[config.mk]
export PLATFORM = sky130hd
export DESIGN_NAME = uart_tx_monitor
export DESIGN_NICKNAME = d
export VERILOG_FILES = /design/src/rtl/uart_tx_monitor.sv
export SDC_FILE = /design/constraint.sdc
export NUM_CORES = 1
export LEC_CHECK = 0
export ABC_AREA = 1
export ABC_CLOCK_PERIOD_IN_PS = 2600
export BUFFER_PORTS_ARGS = -buffer_cell sky130_fd_sc_hd__clkbuf_2
export CORE_MARGIN = 4
export CORE_UTILIZATION = 42
export CTS_CLUSTER_DIAMETER = 150
export CTS_CLUSTER_SIZE = 20
export DETAILED_ROUTE_END_ITERATION = 6
export GPL_ROUTABILITY_DRIVEN = 0
export HOLD_SLACK_MARGIN = 0.08
export PLACE_DENSITY = 0.65
export SYNTH_ARGS = -nofsm -noshare
export SYNTH_HDL_FRONTEND = slang
export SYNTH_SLANG_ARGS = --single-unit
export TNS_END_PERCENT = 5
[constraint.sdc]
create_clock -name clk -period 2.6 [get_ports clk]
set_clock_uncertainty 0.1 [all_clocks]
set_input_delay 0.65 -clock clk [delete_from_list [all_inputs] [get_ports clk]]
set_output_delay 0.65 -clock clk [all_outputs]
set_load 0.03 [all_outputs]
[src/rtl/uart_tx_monitor.sv]
// Passive UART receiver that watches the SoC TX line and buffers decoded bytes
// in a small circular FIFO with framing-error pulse and sticky overflow flag.
module uart_tx_monitor #(
  parameter int CLKS_PER_BIT = 434,
  parameter int FIFO_DEPTH   = 4
) (
  input  logic                          clk,
  input  logic                          reset,
  input  logic                          uart_line,
  output logic [7:0]                    out_data,
  output logic                          out_valid,
  input  logic                          out_ready,
  output logic [$clog2(FIFO_DEPTH):0]   fifo_count,
  output logic                          framing_error,
  output logic                          overflow
);

  localparam int          AW      = $clog2(FIFO_DEPTH);
  localparam logic [15:0] HALF_M1 = 16'(CLKS_PER_BIT / 2 - 1);
  localparam logic [15:0] FULL_M1 = 16'(CLKS_PER_BIT - 1);
  localparam logic [AW:0] DEPTH_C = (AW + 1)'(FIFO_DEPTH);

  typedef enum logic [2:0] {S_IDLE, S_START, S_DATA, S_STOP, S_BREAK} state_t;

  state_t        r_state, r_state_next;
  logic          r_sync1, r_sync2;
  logic [1:0]    r_sync_vld;
  logic          r_armed;
  logic [15:0]   r_cnt;
  logic [2:0]    r_bit_cnt;
  logic [7:0]    r_shift;
  logic          r_ferr;
  logic [7:0]    r_mem [FIFO_DEPTH];
  logic [AW-1:0] r_wr_ptr, r_rd_ptr;
  logic [AW:0]   r_count;
  logic          r_overflow;

  logic w_fall, w_tick, w_push, w_ferr, w_full, w_empty, w_pop, w_wr_en;

  // r_sync_vld marks when r_sync2 holds a real line sample rather than the
  // forced reset value, so a line held low at release never looks like an edge.
  always_ff @(posedge clk) begin
    if (reset) begin
      r_sync1    <= 1'b1;
      r_sync2    <= 1'b1;
      r_sync_vld <= 2'b00;
      r_armed    <= 1'b0;
    end else begin
      r_sync1    <= uart_line;
      r_sync2    <= r_sync1;
      r_sync_vld <= {r_sync_vld[0], 1'b1};
      r_armed    <= r_sync_vld[1] & r_sync2;
    end
  end

  assign w_fall = r_sync_vld[1] & r_armed & ~r_sync2;
  assign w_tick = (r_cnt == 16'd0);

  always_ff @(posedge clk) begin
    if (reset) r_state <= S_IDLE;
    else       r_state <= r_state_next;
  end

  always_comb begin
    r_state_next = r_state;
    w_push       = 1'b0;
    w_ferr       = 1'b0;
    case (r_state)
      S_IDLE:  if (w_fall) r_state_next = S_START;
      S_START: if (w_tick) r_state_next = r_sync2 ? S_IDLE : S_DATA;
      S_DATA:  if (w_tick && r_bit_cnt == 3'd7) r_state_next = S_STOP;
      S_STOP: begin
        if (w_tick) begin
          if (r_sync2) begin
            w_push       = 1'b1;
            r_state_next = S_IDLE;
          end else begin
            w_ferr       = 1'b1;
            r_state_next = S_BREAK;
          end
        end
      end
      S_BREAK: if (r_sync2) r_state_next = S_IDLE;
      default: r_state_next = S_IDLE;
    endcase
  end

  always_ff @(posedge clk) begin
    if (reset) begin
      r_cnt     <= 16'd0;
      r_bit_cnt <= 3'd0;
      r_shift   <= 8'd0;
      r_ferr    <= 1'b0;
    end else begin
      r_ferr <= w_ferr;
      case (r_state)
        S_IDLE: begin
          if (w_fall) begin
            r_cnt     <= HALF_M1;
            r_bit_cnt <= 3'd0;
          end
        end
        S_START, S_STOP: r_cnt <= w_tick ? FULL_M1 : r_cnt - 16'd1;
        S_DATA: begin
          if (w_tick) begin
            r_shift   <= {r_sync2, r_shift[7:1]};
            r_bit_cnt <= r_bit_cnt + 3'd1;
            r_cnt     <= FULL_M1;
          end else begin
            r_cnt <= r_cnt - 16'd1;
          end
        end
        default: ;
      endcase
    end
  end

  assign w_full  = (r_count == DEPTH_C);
  assign w_empty = (r_count == '0);
  assign w_pop   = ~w_empty & out_ready;
  // A pop frees the slot in the same cycle, so a full FIFO still accepts the push.
  assign w_wr_en = w_push & (~w_full | w_pop);

  always_ff @(posedge clk) begin
    if (reset) begin
      for (int i = 0; i < FIFO_DEPTH; i++) r_mem[i] <= 8'd0;
    end else if (w_wr_en) begin
      r_mem[r_wr_ptr] <= r_shift;
    end
  end

  always_ff @(posedge clk) begin
    if (reset) begin
      r_wr_ptr   <= '0;
      r_rd_ptr   <= '0;
      r_count    <= '0;
      r_overflow <= 1'b0;
    end else begin
      if (w_wr_en) r_wr_ptr <= r_wr_ptr + 1'b1;
      if (w_pop)   r_rd_ptr <= r_rd_ptr + 1'b1;
      case ({w_wr_en, w_pop})
        2'b10:   r_count <= r_count + 1'b1;
        2'b01:   r_count <= r_count - 1'b1;
        default: ;
      endcase
      if (w_push && w_full && !w_pop) r_overflow <= 1'b1;
    end
  end

  assign out_data      = r_mem[r_rd_ptr];
  assign out_valid     = ~w_empty;
  assign fifo_count    = r_count;
  assign framing_error = r_ferr;
  assign overflow      = r_overflow;

endmodule

Word level (Yosys, flattened, before mapping). Memory sizes are Yosys's and may differ from the RTL's. A register that Yosys moved wholly into a read port is not among the register bits. Cells that the tools add are included.

Logic and storage cells: 93. Memories kept: 1. Latch bits: 0. RAM bits: 32. Bits in read-only memories: 0. Flip-flop bits (word level): 44.

Memory list: r_mem (words 4, bits a word 8, read ports 1, clocked after memory_dff 1, write ports 4, line 33) `logic [7:0] r_mem [FIFO_DEPTH];`.

Shifts and indexed selects: 0. $lt $le $gt $ge: 0. Mux-type cells: 30. Reductions and logical operators: 17. Equal/unequal tests: 14. $mul: 0. Bitwise gates (word level): 11. Divide/modulo/power cells: 0. Add/sub/neg operators: 6.

Operators with widths (count): two-way mux 16 bit (2); one-hot mux 16 bit (2 select lines) (1); two-way mux 3 bit (8); logical NOT 16 bit (1); subtractor 16 x 1 -> 16 bit, second input constant (1); one-hot mux 3 bit (5 select lines) (1); != test 2 bit, second input constant (6); one-hot mux 3 bit (2 select lines) (2); two-way mux 1 bit (11); == test 3 bit, second input constant (3); two-way mux 2 bit (4); two-way mux 8 bit (1); OR reduction 8 bit (1); adder 3 x 1 -> 3 bit, second input constant (2); == test 3 x 2 -> 1 bit, second input constant (2); logical NOT 3 bit (2); nonzero test 2 bit (3); OR reduction 3 bit (2); bitwise AND 1 bit (5); NOT 1 bit (5); AND reduction 5 bit (1); adder 2 x 1 -> 2 bit, second input constant (2); AND reduction 2 bit (2); == test 3 x 1 -> 1 bit, second input constant (1); 7 further kinds (9).

Depth between registers and ports, before layout. Gate-level depths: netlist (run 1).

Depth in word-level cells: 10. Mapped depth: 14. Depth with buffers taken out: 14.

Worst setup path before layout (run 1). No wires, ideal clock.

Kind: flip-flop to flip-flop. Start point: register r_count[2], in the netlist fifo_count[2]. End point: memory r_mem[3][0], enable pin. Clock period less this slack: 2.485 ns. Stages on the path, launching flop included: 7. Data required time: 2.113 ns. Slack: 0.115 ns. Setup time: 0.387 ns. Arrival: 1.998 ns. Cells stage by stage: dfxtp_1 > inv_1 > nand2_1 > nand2_1 > nand3_1 > nand2_2 > o31ai_1.

RTL lines: start, declared (line 35) `logic [AW:0] r_count;`; start signal, assigned (line 142) `2'b10: r_count <= r_count + 1'b1;`; start signal, assigned (line 143) `2'b01: r_count <= r_count - 1'b1;`; end, declared (line 33).

==> reports/metrics.csv, run 1 <==
stage,metric,value,unit
global_route,overflow,0,
global_route,grt_max_degree,28,
critical_path,end_kind,flip-flop,
sta,rsz0062_at_grt,false,
global_route,grt_usage,0.156,
clock_network,cts_resized,0,
clock_network,clock_path_buffers,2,
sta,hold_viol_final,0,
layout,area.growth.synth_to_final,12.1,%
yosys,syn_avg_cell_area,8.40,sq um
critical_path,r2r-start,r_cnt[0]$_SDFFE_PP0P_,
yosys,syn_area,3540,sq um
placement,dpl.hpwl,5220,um
floorplanning,io_pins,18,
placement,dp_slack,0.268,ns
clock_network,cts_tree,yes,
floorplanning,fp.dieH,99.9,um
clock_network,post_cts_buffers,0,
critical_path,critical_path_class,reg -> reg,
layout,drive_gt1_frac,0.134,
pwr,cellLeakagePower,1.61,nW
critical_path,cp-startpoint,r_cnt[0]$_SDFFE_PP0P_,
sta,finalMaxSlewViolations,0,
sta,relSlewSlack,0.699,
pwr,ir_drop,230,uV
sta,tightest_slew,0.448,ns
sta,setup_ws,0.275,ns
yosys,yosysTopAreaCell,edfxtp_1,
detailed_routing,ant_nets,0,
job,maxCapViolCount,0,
layout,fin_nets,457,
layout,fin_area,3970,sq um
placement,dp_cells,543,
yosys,synth_area_leaders,"edfxtp_1 (27%), dfxtp_1 (26%), nor2_1 (9.1%), nand2_1 (5.6%), a21oi_1 (5.2%)",
floorplanning,start_util,0.431,
layout,multiInputGateArea,1460,sq um
global_route,grt_pass1_wl,12500,um
outcome,outcome,finished clean,
clock_network,htree_levels,3,
detailed_routing,drcViolationCount,0,
clock_network,clk_pin_slew_worst_paths,0.09,ns
sta,fmax,430,MHz
sta,setup_tns,0,ns
clock_network,root_buffer,clkbuf_8,
yosys,ys_ff_latch,78,
yosys,synth.distinct_cells,37,
sta,period_share,0.894,
yosys,ys_seq_area_frac,0.531,
floorplanning,dieArea,9970,sq um
yosys,yosys_warnings,0,
clock_network,cts_buffers,9,
sta,setup_viol,0,
detailed_routing,first_iter_violations,104,
detailed_routing,vias_per_cell,5.04,
clock_network,cts_hold_buffers,0,
sta,fin_worst_hold_slack,0.315,ns
layout,num-fill-cells,795,
global_route,antenna_found_initial,0,
clock_network,clock_latency,0.35,ns
detailed_routing,wirelength,7110,um
yosys,synth_edf_count,32,
global_route,first_global_vias,2726,
pwr,pwr_density_cell,734,nW/um^2
yosys,ys_async_sr_fraction,0,
yosys,syn_inst,422,
floorplanning,core_area,8220,sq um
yosys,synthDominantCellAreaShare,0.271,
layout,antenna_cells,0,
critical_path,crit_required,2.53,ns
detailed_routing,first_pass_iters,5,
yosys,synthFlopType,dfxtp_1,
critical_path,arrival,2.26,ns
worst_hold_path,min-delay-start,r_sync1$_SDFF_PP1_,
clock_network,clkSinkCount,78,
layout,utilization,0.483,
layout,final_cells,559,
placement,placed_area,3780,sq um
detailed_routing,num_vias,2815,
layout,regArea,1880,sq um
critical_path,start_kind,flip-flop,
placement,port_buffers,17,
floorplanning,rows,33,
critical_path,cp_max_fo,10,
worst_hold_path,hp-class,reg -> reg,
pwr,total_power,2.91,mW
detailed_routing,wire_per_inst,12.7,um
yosys,syn_nets,430,
sta,fin_crit,2.33,ns
floorplanning,die_x,99.9,um
==> placed cells by master (no fill, tap or decap), drive strengths merged <==
cell type / count
clkinvlp: 1
nor2: 94
and3: 1
clkbuf: 26
a211oi: 2
a21oi: 37
clkinv: 3
nand3b: 2
ha: 3
nand2: 58
nand4: 4
o22ai: 9
o21a: 2
fa: 1
edfxtp: 32
a21boi: 1
o21ai: 35
xor2: 4
or2: 3
a31oi: 1
o31ai: 2
nor3: 4
inv: 49
buf: 7
nor4: 1
dfxtp: 46
xnor2: 2
nand3: 24
==> routing by layer <==
metal / track usage / vias up / wire (um)
met5: 0 / - / 0
met4: 0.0599 / 0 / 97
met3: 0.0389 / 10 / 290
met2: 0.252 / 43 / 3440
met1: 0.202 / 1305 / 3280
li1: - / 1457 / -
==> registers in the layout, summed over array words and instances, names as in the netlist, named ones only <==
register	flops
fifo_count	3
framing_error	1
overflow	1
r_armed	1
r_bit_cnt	3
r_cnt	16
r_mem	32
r_rd_ptr	2
r_shift	8
r_state	3
r_sync1	1
r_sync2	1
r_sync_vld	2
r_wr_ptr	2
==> report_power, final <==
group	switching (mW)	leakage [nW]	internal, mW
logic	0.483	0.814	0.195
clock network	0.500	0.0943	0.370
registers	0.0359	0.703	1.33
total	1.02	1.61	1.89
==> critical path, stage by stage, from the launching register on <==
cell and delay (ns):
dfxtp_1 0.33, inv_1 0.07, ha_1 0.19, nand2_2 0.11
nor2_2 0.16, nand3_4 0.13, nor2_4 0.13, nand2_2 0.09
clkinv_2 0.08, nand2_4 0.11, nor2_8 0.13, nand2_4 0.09
nand2_1 0.28
==> final timing paths <==
path / to / slack (ns) / cells after the start
max: r_mem[2][6]$_SDFFCE_PN0P_ / 0.27 / 12
min: r_sync2$_SDFF_PP1_ / 0.31 / 1
max reg2reg: r_mem[2][6]$_SDFFCE_PN0P_ / 0.27 / 12
min reg2reg: r_sync2$_SDFF_PP1_ / 0.31 / 1
==> final cells by class <==
| cell class | count | share of cell area |
|---|---|---|
| clock buffers | 9 | 0.0312 |
| clock inverters | 7 | 0.0164 |
| inverters | 46 | 0.0438 |
| multi-input cells | 290 | 0.367 |
| flip-flops and latches | 78 | 0.474 |
| well taps | 105 | 0.0331 |
| repair buffers | 24 | 0.0347 |
==> Yosys cell counts (3+ instances only) <==
library cell	n
nor2_1	86
nand2_1	53
dfxtp_1	46
inv_1	43
a21oi_1	37
o21ai_0	35
edfxtp_1	32
nand3_1	23
o22ai_1	9
clkbuf_1	7
nor2_2	6
xor2_1	4
ha_1	3
nand2_4	3
nand4_1	3
nor3_1	3
==> cell families (layout without fill, tap and decap cells) <==
| kind of cell | Yosys count | count (layout) | synth area share |
|---|---|---|---|
| simple gates | 191 | 191 | 0.246 |
| compound gates | 89 | 89 | 0.134 |
| flops | 78 | 78 | 0.531 |
| buf+inv | 54 | 86 | 0.0576 |
| xor+xnor | 6 | 6 | 0.0148 |
| fa+ha+maj | 4 | 4 | 0.0162 |
(Power assumes the default switching activity.)
==> inputs of run 2 (changes only) <==
- ABC_AREA: 1 -> 0
==> run 2 against run 1 <==
Against the previous run:
- combinational power grew 6.6%
- die area down 0.26%
- final area grew 0.85%
- sequential power hardly changed
- core utilization increased by 0.41 points
- clock power is 9.0% lower
- global-route usage up 0.19 points
- register-to-register slack got worse by 0.12 ns
- critical path type unchanged
- largest power group unchanged
- highest routed layer unchanged
==> reports/metrics.csv, run 2 <==
stage,metric,value,unit,change
outcome,outcome,finished clean,,
pwr,swShare,0.325,,-0.0252
critical_path,rr_endpoint,fifo_count[2]$_SDFFE_PP0P_,,
floorplanning,core_area,8220,sq um,unchanged
yosys,syn_avg_cell_area,10.2,sq um,+21%
pwr,p_seq_frac,0.480,,+0.011
placement,dp_cells,472,,-13%
detailed_routing,vias_per_cell,5.29,,+5.1%
layout,multiInputGateArea,1560,sq um,+6.9%
detailed_routing,first_pass_iters,4,,-1
detailed_routing,wl_met3,250,um,-14%
critical_path,critical_path_class,reg -> reg,,
clock_network,clkSinkCount,78,,unchanged
global_route,antenna_found_initial,0,,unchanged
pwr,p_clk_frac,0.272,,-0.027
worst_hold_path,whs_path_depth,1,,unchanged
pwr,netSwitchingPower,0.945,mW,-7.3%
clock_network,clock_latency,0.36,ns,about the same
sta,tightest_slew,0.888,ns,+0.440 ns
pwr,ir_drop,320,uV,+39%
yosys,ys_ff_latch,78,,unchanged
sta,hold_viol_final,0,,unchanged
critical_path,rr_worst_depth,7,,-5
pwr,total_power,2.91,mW,about the same
detailed_routing,wl_met1,3140,um,-4.4%
pwr,cellLeakagePower,1.45,nW,-9.8%
layout,final_common_cell,nor2_1,,
detailed_routing,ant_nets,0,,unchanged
placement,dpl.hpwl,5170,um,-0.86%
yosys,syn_nets,355,,-17%
global_route,grt_pass1_wl,12300,um,-1.6%
sta,fin_worst_hold_slack,0.314,ns,-0.000273 ns
clock_network,cts_buffers,9,,unchanged
critical_path,cp-startpoint,r_cnt[12]$_SDFFE_PP0P_,,
yosys,synth_area_leaders,"edfxtp_1 (27%), dfxtp_1 (26%), nor2_1 (5.3%), mux4_2 (5.1%), nand2_1 (4.5%)",,
critical_path,crit_required,2.74,ns,+0.21 ns
clock_network,cts_tree,yes,,
detailed_routing,drcViolationCount,0,,unchanged
sta,relSlewSlack,0.407,,-0.292
sta,setup_tns,0,ns,unchanged
layout,regArea,1880,sq um,unchanged
sta,setup_viol,0,,unchanged
pwr,p_int,1.97,mW,+3.8%
layout,final_cells,488,,-13%
yosys,yosysMostFrequentCell,nor2_1,,
critical_path,start_kind,flip-flop,,
yosys,yosys_warnings,0,,unchanged
critical_path,r2r-start,r_cnt[12]$_SDFFE_PP0P_,,
layout,drive_gt1_frac,0.204,,+0.0693
detailed_routing,wirelength,6990,um,-1.7%
critical_path,cp_max_fo,5,,-5
detailed_routing,first_iter_violations,102,,-1.9%
yosys,synthDominantCellAreaShare,0.272,,+0.000768
sta,period_share,0.939,,+0.0447
pwr,comb_power_share,0.248,,+0.015
global_route,first_global_vias,2509,,-8.0%
sta,finalMaxSlewViolations,0,,unchanged
sta,rsz0062_at_grt,false,,
layout,num-fill-cells,757,,-4.8%
global_route,grt_usage,0.158,,+0.00192
layout,antenna_cells,0,,unchanged
layout,largest_reg_flops,32,,unchanged
yosys,ys_async_sr_fraction,0,,unchanged
clock_network,cts_hold_buffers,0,,unchanged
job,maxCapViolCount,0,,unchanged
global_route,overflow,0,,unchanged
clock_network,clk_pin_slew_worst_paths,0.08,ns,about the same
critical_path,end_kind,flip-flop,,
yosys,syn_area,3530,sq um,-0.28%
yosys,synthFlopType,dfxtp_1,,
worst_hold_path,hold_end,r_sync2$_SDFF_PP1_,,
clock_network,root_buffer,clkbuf_8,,
critical_path,r2r_slack,0.16,ns,-0.12 ns
worst_hold_path,hp-class,reg -> reg,,
yosys,ys_seq_area_frac,0.533,,+0.00150
layout,top_register,r_mem,,
clock_network,clock_path_buffers,2,,unchanged
sta,fmax,410,MHz,-4.8%
detailed_routing,num_vias,2582,,-8.3%
detailed_routing,top_layer,met4,,
yosys,ys_top_cells_by_count,"nor2_1 (50), dfxtp_1 (46), nand2_1 (42)",,
pwr,pwr_density_cell,727,nW/um^2,-0.91%
floorplanning,dieArea,9940,sq um,-0.26%
detailed_routing,route.met2.wl,3430,um,about the same
floorplanning,fp.dieH,99.7,um,-0.13%
placement,port_buffers,17,,unchanged
yosys,synth_edf_count,32,,unchanged
floorplanning,start_util,0.430,,-0.00122
layout,final_cell_mix,"nor2_1 (50), dfxtp_1 (46), nand2_1 (40), edfxtp_1 (32), a21oi_1 (27)",,
floorplanning,rows,33,,unchanged
yosys,synth.distinct_cells,55,,+49%
critical_path,arrival,2.58,ns,+0.32 ns
yosys,syn_inst,347,,-18%
floorplanning,die_x,99.7,um,-0.13%
layout,area.growth.synth_to_final,13.3,%,
worst_hold_path,min-delay-start,r_sync1$_SDFF_PP1_,,
layout,top_regs,"r_mem x32, r_cnt x16, r_shift x8",,
sta,fin_crit,2.44,ns,+0.116 ns
layout,fin_nets,386,,-16%
global_route,grt_max_degree,23,,-18%
floorplanning,io_pins,18,,unchanged
detailed_routing,wire_per_inst,14.3,um,+13%
yosys,yosysTopAreaCell,edfxtp_1,,
clock_network,htree_levels,3,,unchanged
-- run 2: cell types whose count changed in the layout (fill, tap and decap cells not counted), moves of 6 or more --
cell	delta
a21oi_1	-10
and2_1	+9
and3_1	+6
buf_4	+10
inv_1	-30
mux4_2	+8
nand2_1	-13
nand3_1	-18
nor2_1	-36
nor2_2	-6
o21ai_0	-22
o22ai_1	-9
or3_1	+6
-- run 2: worst max path at each step --
stage,slack (ns),cells after the start,to
2_1_floorplan,0.07,7,fifo_count[2]$_SDFFE_PP0P_
3_3_place_gp,0.17,7,r_mem[0][1]$_SDFFCE_PN0P_
3_5_place_dp,0.04,7,r_mem[0][3]$_SDFFCE_PN0P_
4_1_cts,0.006,7,r_mem[0][6]$_SDFFCE_PN0P_
5_1_grt,0.06,7,fifo_count[2]$_SDFFE_PP0P_
6_report,0.16,7,fifo_count[2]$_SDFFE_PP0P_
-- run 2: kinds of logic (layout without fill, tap and decap cells) --
group,Yosys count,in the layout,synth area share
flops,78,78,0.533
compound gates,66,66,0.124
fa+ha+maj,4,4,0.0163
mux,11,11,0.0602
xor+xnor,4,4,0.00992
buf+inv,27,63,0.0294
simple gates,157,157,0.228
-- run 2: worst max-delay path, cell delays in order (launching register included) --
cell and delay [ns]:
dfxtp_1 0.35, or3_4 0.43, or3_4 0.38, o31ai_4 0.30
fa_1 0.24, nor2_1 0.05, a2bb2oi_1 0.15, mux2_1 0.32
-- run 2: metrics by stage --
stage / setup WS [ns] / instance area, sq um / utilization
6_report: 0.159 / 4010 / 0.487
5_1_grt: 0.0559 / 4010 / 0.487
4_1_cts: 0.00613 / 4000 / 0.486
3_5_place_dp: 0.0388 / 3820 / 0.465
3_3_place_gp: 0.170 / 3820 / 0.465
2_1_floorplan: 0.0736 / 3530 / -
-- run 2: cell type report --
class / count / share of cell area
Sequential cell: 78 / 0.470
Multi-Input combinational cell: 242 / 0.389
Timing Repair Buffer: 34 / 0.0531
Tap cell: 105 / 0.0328
Clock buffer: 9 / 0.0309
Clock inverter: 7 / 0.0122
Inverter: 13 / 0.0122
-- run 2: power groups by stage --
stage	clock (mW)	combinational, mW	sequential [mW]
CTS	0.820	0.731	1.40
detailed placement	0	0.730	1.42
finish	0.792	0.723	1.40
floorplan	0	0.498	1.45
global placement	0	0.721	1.42
global route	0.891	0.798	1.41
-- run 2: metal layers --
layer | vias to the layer above | track usage
met4 | 0 | 0.0599
met5 | - | 0
met2 | 46 | 0.255
li1 | 1314 | -
met1 | 1208 | 0.199
met3 | 14 | 0.0491
-- run 2: repair_timing --
item / in CTS / in global routing
setup buffers: 0 / 0
gates resized for setup: 0 / 3
setup endpoints to repair: 0 / 28
==> inputs of run 3 (changes only) <==
- PLACE_DENSITY: 0.65 -> 0.62
==> run 3 against run 2 <==
Against the previous run:
- first-iteration DRC count is 23% higher
- wire length increased by 0.84%
- combinational power grew 2%
- critical endpoint unchanged
- worst hold slack got worse by 0.0024 ns
- flip-flop and latch count unchanged
- power is 3.1% higher
==> reports/metrics.csv, run 3 (synthesis results as in run 2) <==
stage,metric,value,unit,change
sta,finalMaxSlewViolations,0,,unchanged
pwr,p_int,2.00,mW,+1.7%
clock_network,htree_levels,3,,unchanged
sta,relSlewSlack,0.400,,-0.00715
floorplanning,fp.dieH,99.7,um,unchanged
floorplanning,dieArea,9940,sq um,unchanged
floorplanning,die_x,99.7,um,unchanged
global_route,use_met3,0.0295,,-0.0196
critical_path,r2r_slack,0.16,ns,about the same
worst_hold_path,hp-class,reg -> reg,,
job,maxCapViolCount,0,,unchanged
detailed_routing,drcViolationCount,0,,unchanged
pwr,swShare,0.334,,+0.00897
clock_network,cts_buffers,9,,unchanged
global_route,grt_pass1_wl,12200,um,-1.3%
sta,rsz0062_at_grt,false,,
detailed_routing,vias_per_cell,5.24,,-1.1%
layout,drive_gt1_frac,0.206,,+0.00207
floorplanning,rows,33,,unchanged
detailed_routing,wirelength,7040,um,+0.84%
clock_network,root_buffer,clkbuf_8,,
detailed_routing,num_vias,2560,,-0.85%
sta,period_share,0.940,,+0.00114
layout,top_register,r_mem,,
pwr,comb_power_share,0.246,,-0.002
pwr,ir_drop,275,uV,-14%
pwr,netSwitchingPower,1.00,mW,+6.0%
worst_hold_path,min-delay-start,r_sync1$_SDFF_PP1_,,
pwr,cellLeakagePower,1.47,nW,+1.1%
layout,antenna_cells,0,,unchanged
layout,top_regs,"r_mem x32, r_cnt x16, r_shift x8",,
global_route,overflow,0,,unchanged
pwr,total_power,3.00,mW,+3.1%
layout,area.growth.synth_to_final,13.8,%,
critical_path,r2r-start,r_cnt[12]$_SDFFE_PP0P_,,
clock_network,clock_path_buffers,2,,unchanged
global_route,grt-busiest-layer,met2,,
worst_hold_path,whs_path_depth,1,,unchanged
detailed_routing,first_iter_violations,125,,+23%
critical_path,crit_chain,or3_4 -> or3_4 -> o31ai_4 -> fa_1 -> nor2_1 -> a2bb2oi_1 -> mux2_1,,
sta,fmax,409,MHz,-0.12%
pwr,pwr_density_cell,746,nW/um^2,+2.7%
sta,setup_viol,0,,unchanged
layout,largest_reg_flops,32,,unchanged
layout,fin_nets,387,,+0.26%
sta,fin_crit,2.44,ns,+0.00296 ns
clock_network,cts_tree,yes,,
clock_network,clkSinkCount,78,,unchanged
detailed_routing,wire_per_inst,14.4,um,+0.64%
critical_path,start_kind,flip-flop,,
critical_path,arrival,2.60,ns,+0.02 ns
pwr,p_seq_frac,0.465,,-0.015
critical_path,cp_num_buf_inv,0,,unchanged
global_route,first_global_vias,2474,,-1.4%
pwr,p_clk_frac,0.288,,+0.016
detailed_routing,first_pass_iters,4,,unchanged
floorplanning,core_area,8220,sq um,unchanged
clock_network,clk_pin_slew_worst_paths,0.09,ns,about the same
floorplanning,start_util,0.430,,unchanged
global_route,grt_usage,0.156,,-0.00184
global_route,grt_max_degree,17,,-26%
critical_path,cp_common_cell,or3_4,,
placement,port_buffers,17,,unchanged
global_route,use_met2,0.243,,-0.0118
sta,hold_viol_final,0,,unchanged
sta,tightest_slew,0.899,ns,+0.0107 ns
clock_network,cts_hold_buffers,0,,unchanged
critical_path,critical_path_class,reg -> reg,,
critical_path,crit_family,simple AND/OR/NAND/NOR gates,,
layout,final_common_cell,nor2_1,,
sta,setup_ws,0.156,ns,-0.00296 ns
clock_network,post_cts_buffers,0,,unchanged
sta,setup_tns,0,ns,unchanged
floorplanning,io_pins,18,,unchanged
critical_path,end_kind,flip-flop,,
critical_path,cp_max_fo,5,,unchanged
critical_path,crit_required,2.75,ns,about the same
global_route,antenna_found_initial,0,,unchanged
critical_path,max_stage_delay,0.43,ns,about the same
detailed_routing,ant_nets,0,,unchanged
global_route,gr-usage-met1,0.209,,+0.0103
clock_network,clock_latency,0.36,ns,about the same
placement,dp_slack,0.112,ns,+0.0728 ns
layout,final_cell_mix,"nor2_1 (50), dfxtp_1 (46), nand2_1 (42), edfxtp_1 (32), a21oi_1 (27)",,
critical_path,cp_slowest_cell,or3_4,,
outcome,outcome,finished clean,,
critical_path,rr_endpoint,fifo_count[2]$_SDFFE_PP0P_,,
worst_hold_path,hold_end,r_sync2$_SDFF_PP1_,,
placement,dpl.hpwl,5170,um,about the same
critical_path,rr_worst_depth,7,,unchanged
-- run 3: cell types whose count changed in the layout (fill, tap and decap cells not counted) --
| cell | before | now |
|---|---|---|
| clkinv_1 | 2 | 0 |
| inv_6 | 1 | 3 |
| nand2_1 | 40 | 42 |
| nand2_2 | 2 | 0 |
| buf_4 | 17 | 18 |
| clkinvlp_4 | 2 | 1 |
| inv_8 | 0 | 1 |
-- run 3: what timing repair did --
item                                    CTS  global route
gates resized for setup                   0             1
endpoints found under the setup margin    0            10
hold endpoints to repair                  0             0
-- run 3: final cells by class --
class | count | area, sq um
Inverter | 13 | 48.8
Timing Repair Buffer | 35 | 220
Clock inverter | 7 | 62.6
Clock buffer | 9 | 124
Tap cell | 105 | 131
Multi-Input combinational cell | 242 | 1550
Sequential cell | 78 | 1880
Fill cell | 783 | 4200
-- run 3: power by group through the flow --
stage               Combinational [mW]  Sequential [mW]  Clock, mW
floorplan                        0.498             1.45          0
global placement                 0.738             1.42          0
detailed placement               0.746             1.42          0
CTS                              0.748             1.40      0.894
global route                     0.815             1.41      0.952
finish                           0.740             1.40      0.865
-- run 3: metal layers --
layer,vias up,wire length (um)
li1,1310,-
met1,1195,3240
met2,46,3400
met3,9,269
met4,0,134
met5,-,0
-- run 3: worst max-delay path by stage --
stage,start,end,slack (ns),depth (start not counted)
after detailed placement,r_cnt[0]$_SDFFE_PP0P_,fifo_count[2]$_SDFFE_PP0P_,0.11,9
after global placement,r_cnt[12]$_SDFFE_PP0P_,fifo_count[2]$_SDFFE_PP0P_,0.19,7
after global routing,r_cnt[12]$_SDFFE_PP0P_,fifo_count[2]$_SDFFE_PP0P_,0.009,7
after floorplan,fifo_count[0]$_SDFFE_PP0P_,fifo_count[2]$_SDFFE_PP0P_,0.07,7
after CTS,r_cnt[0]$_SDFFE_PP0P_,r_mem[0][0]$_SDFFCE_PN0P_,0.09,7
final,r_cnt[12]$_SDFFE_PP0P_,fifo_count[2]$_SDFFE_PP0P_,0.16,7
-- run 3: metrics by stage --
| stage | instance area, sq um | hold slack [ns] | util | cells |
|---|---|---|---|---|
| floorplan | 3530 | 0.289 | - | 347 |
| global placement | 3830 | 0.293 | 0.466 | 473 |
| detailed placement | 3830 | 0.293 | 0.466 | 473 |
| CTS | 4020 | 0.313 | 0.489 | 489 |
| global route | 4020 | 0.340 | 0.489 | 489 |
| finish | 4020 | 0.312 | 0.489 | 489 |
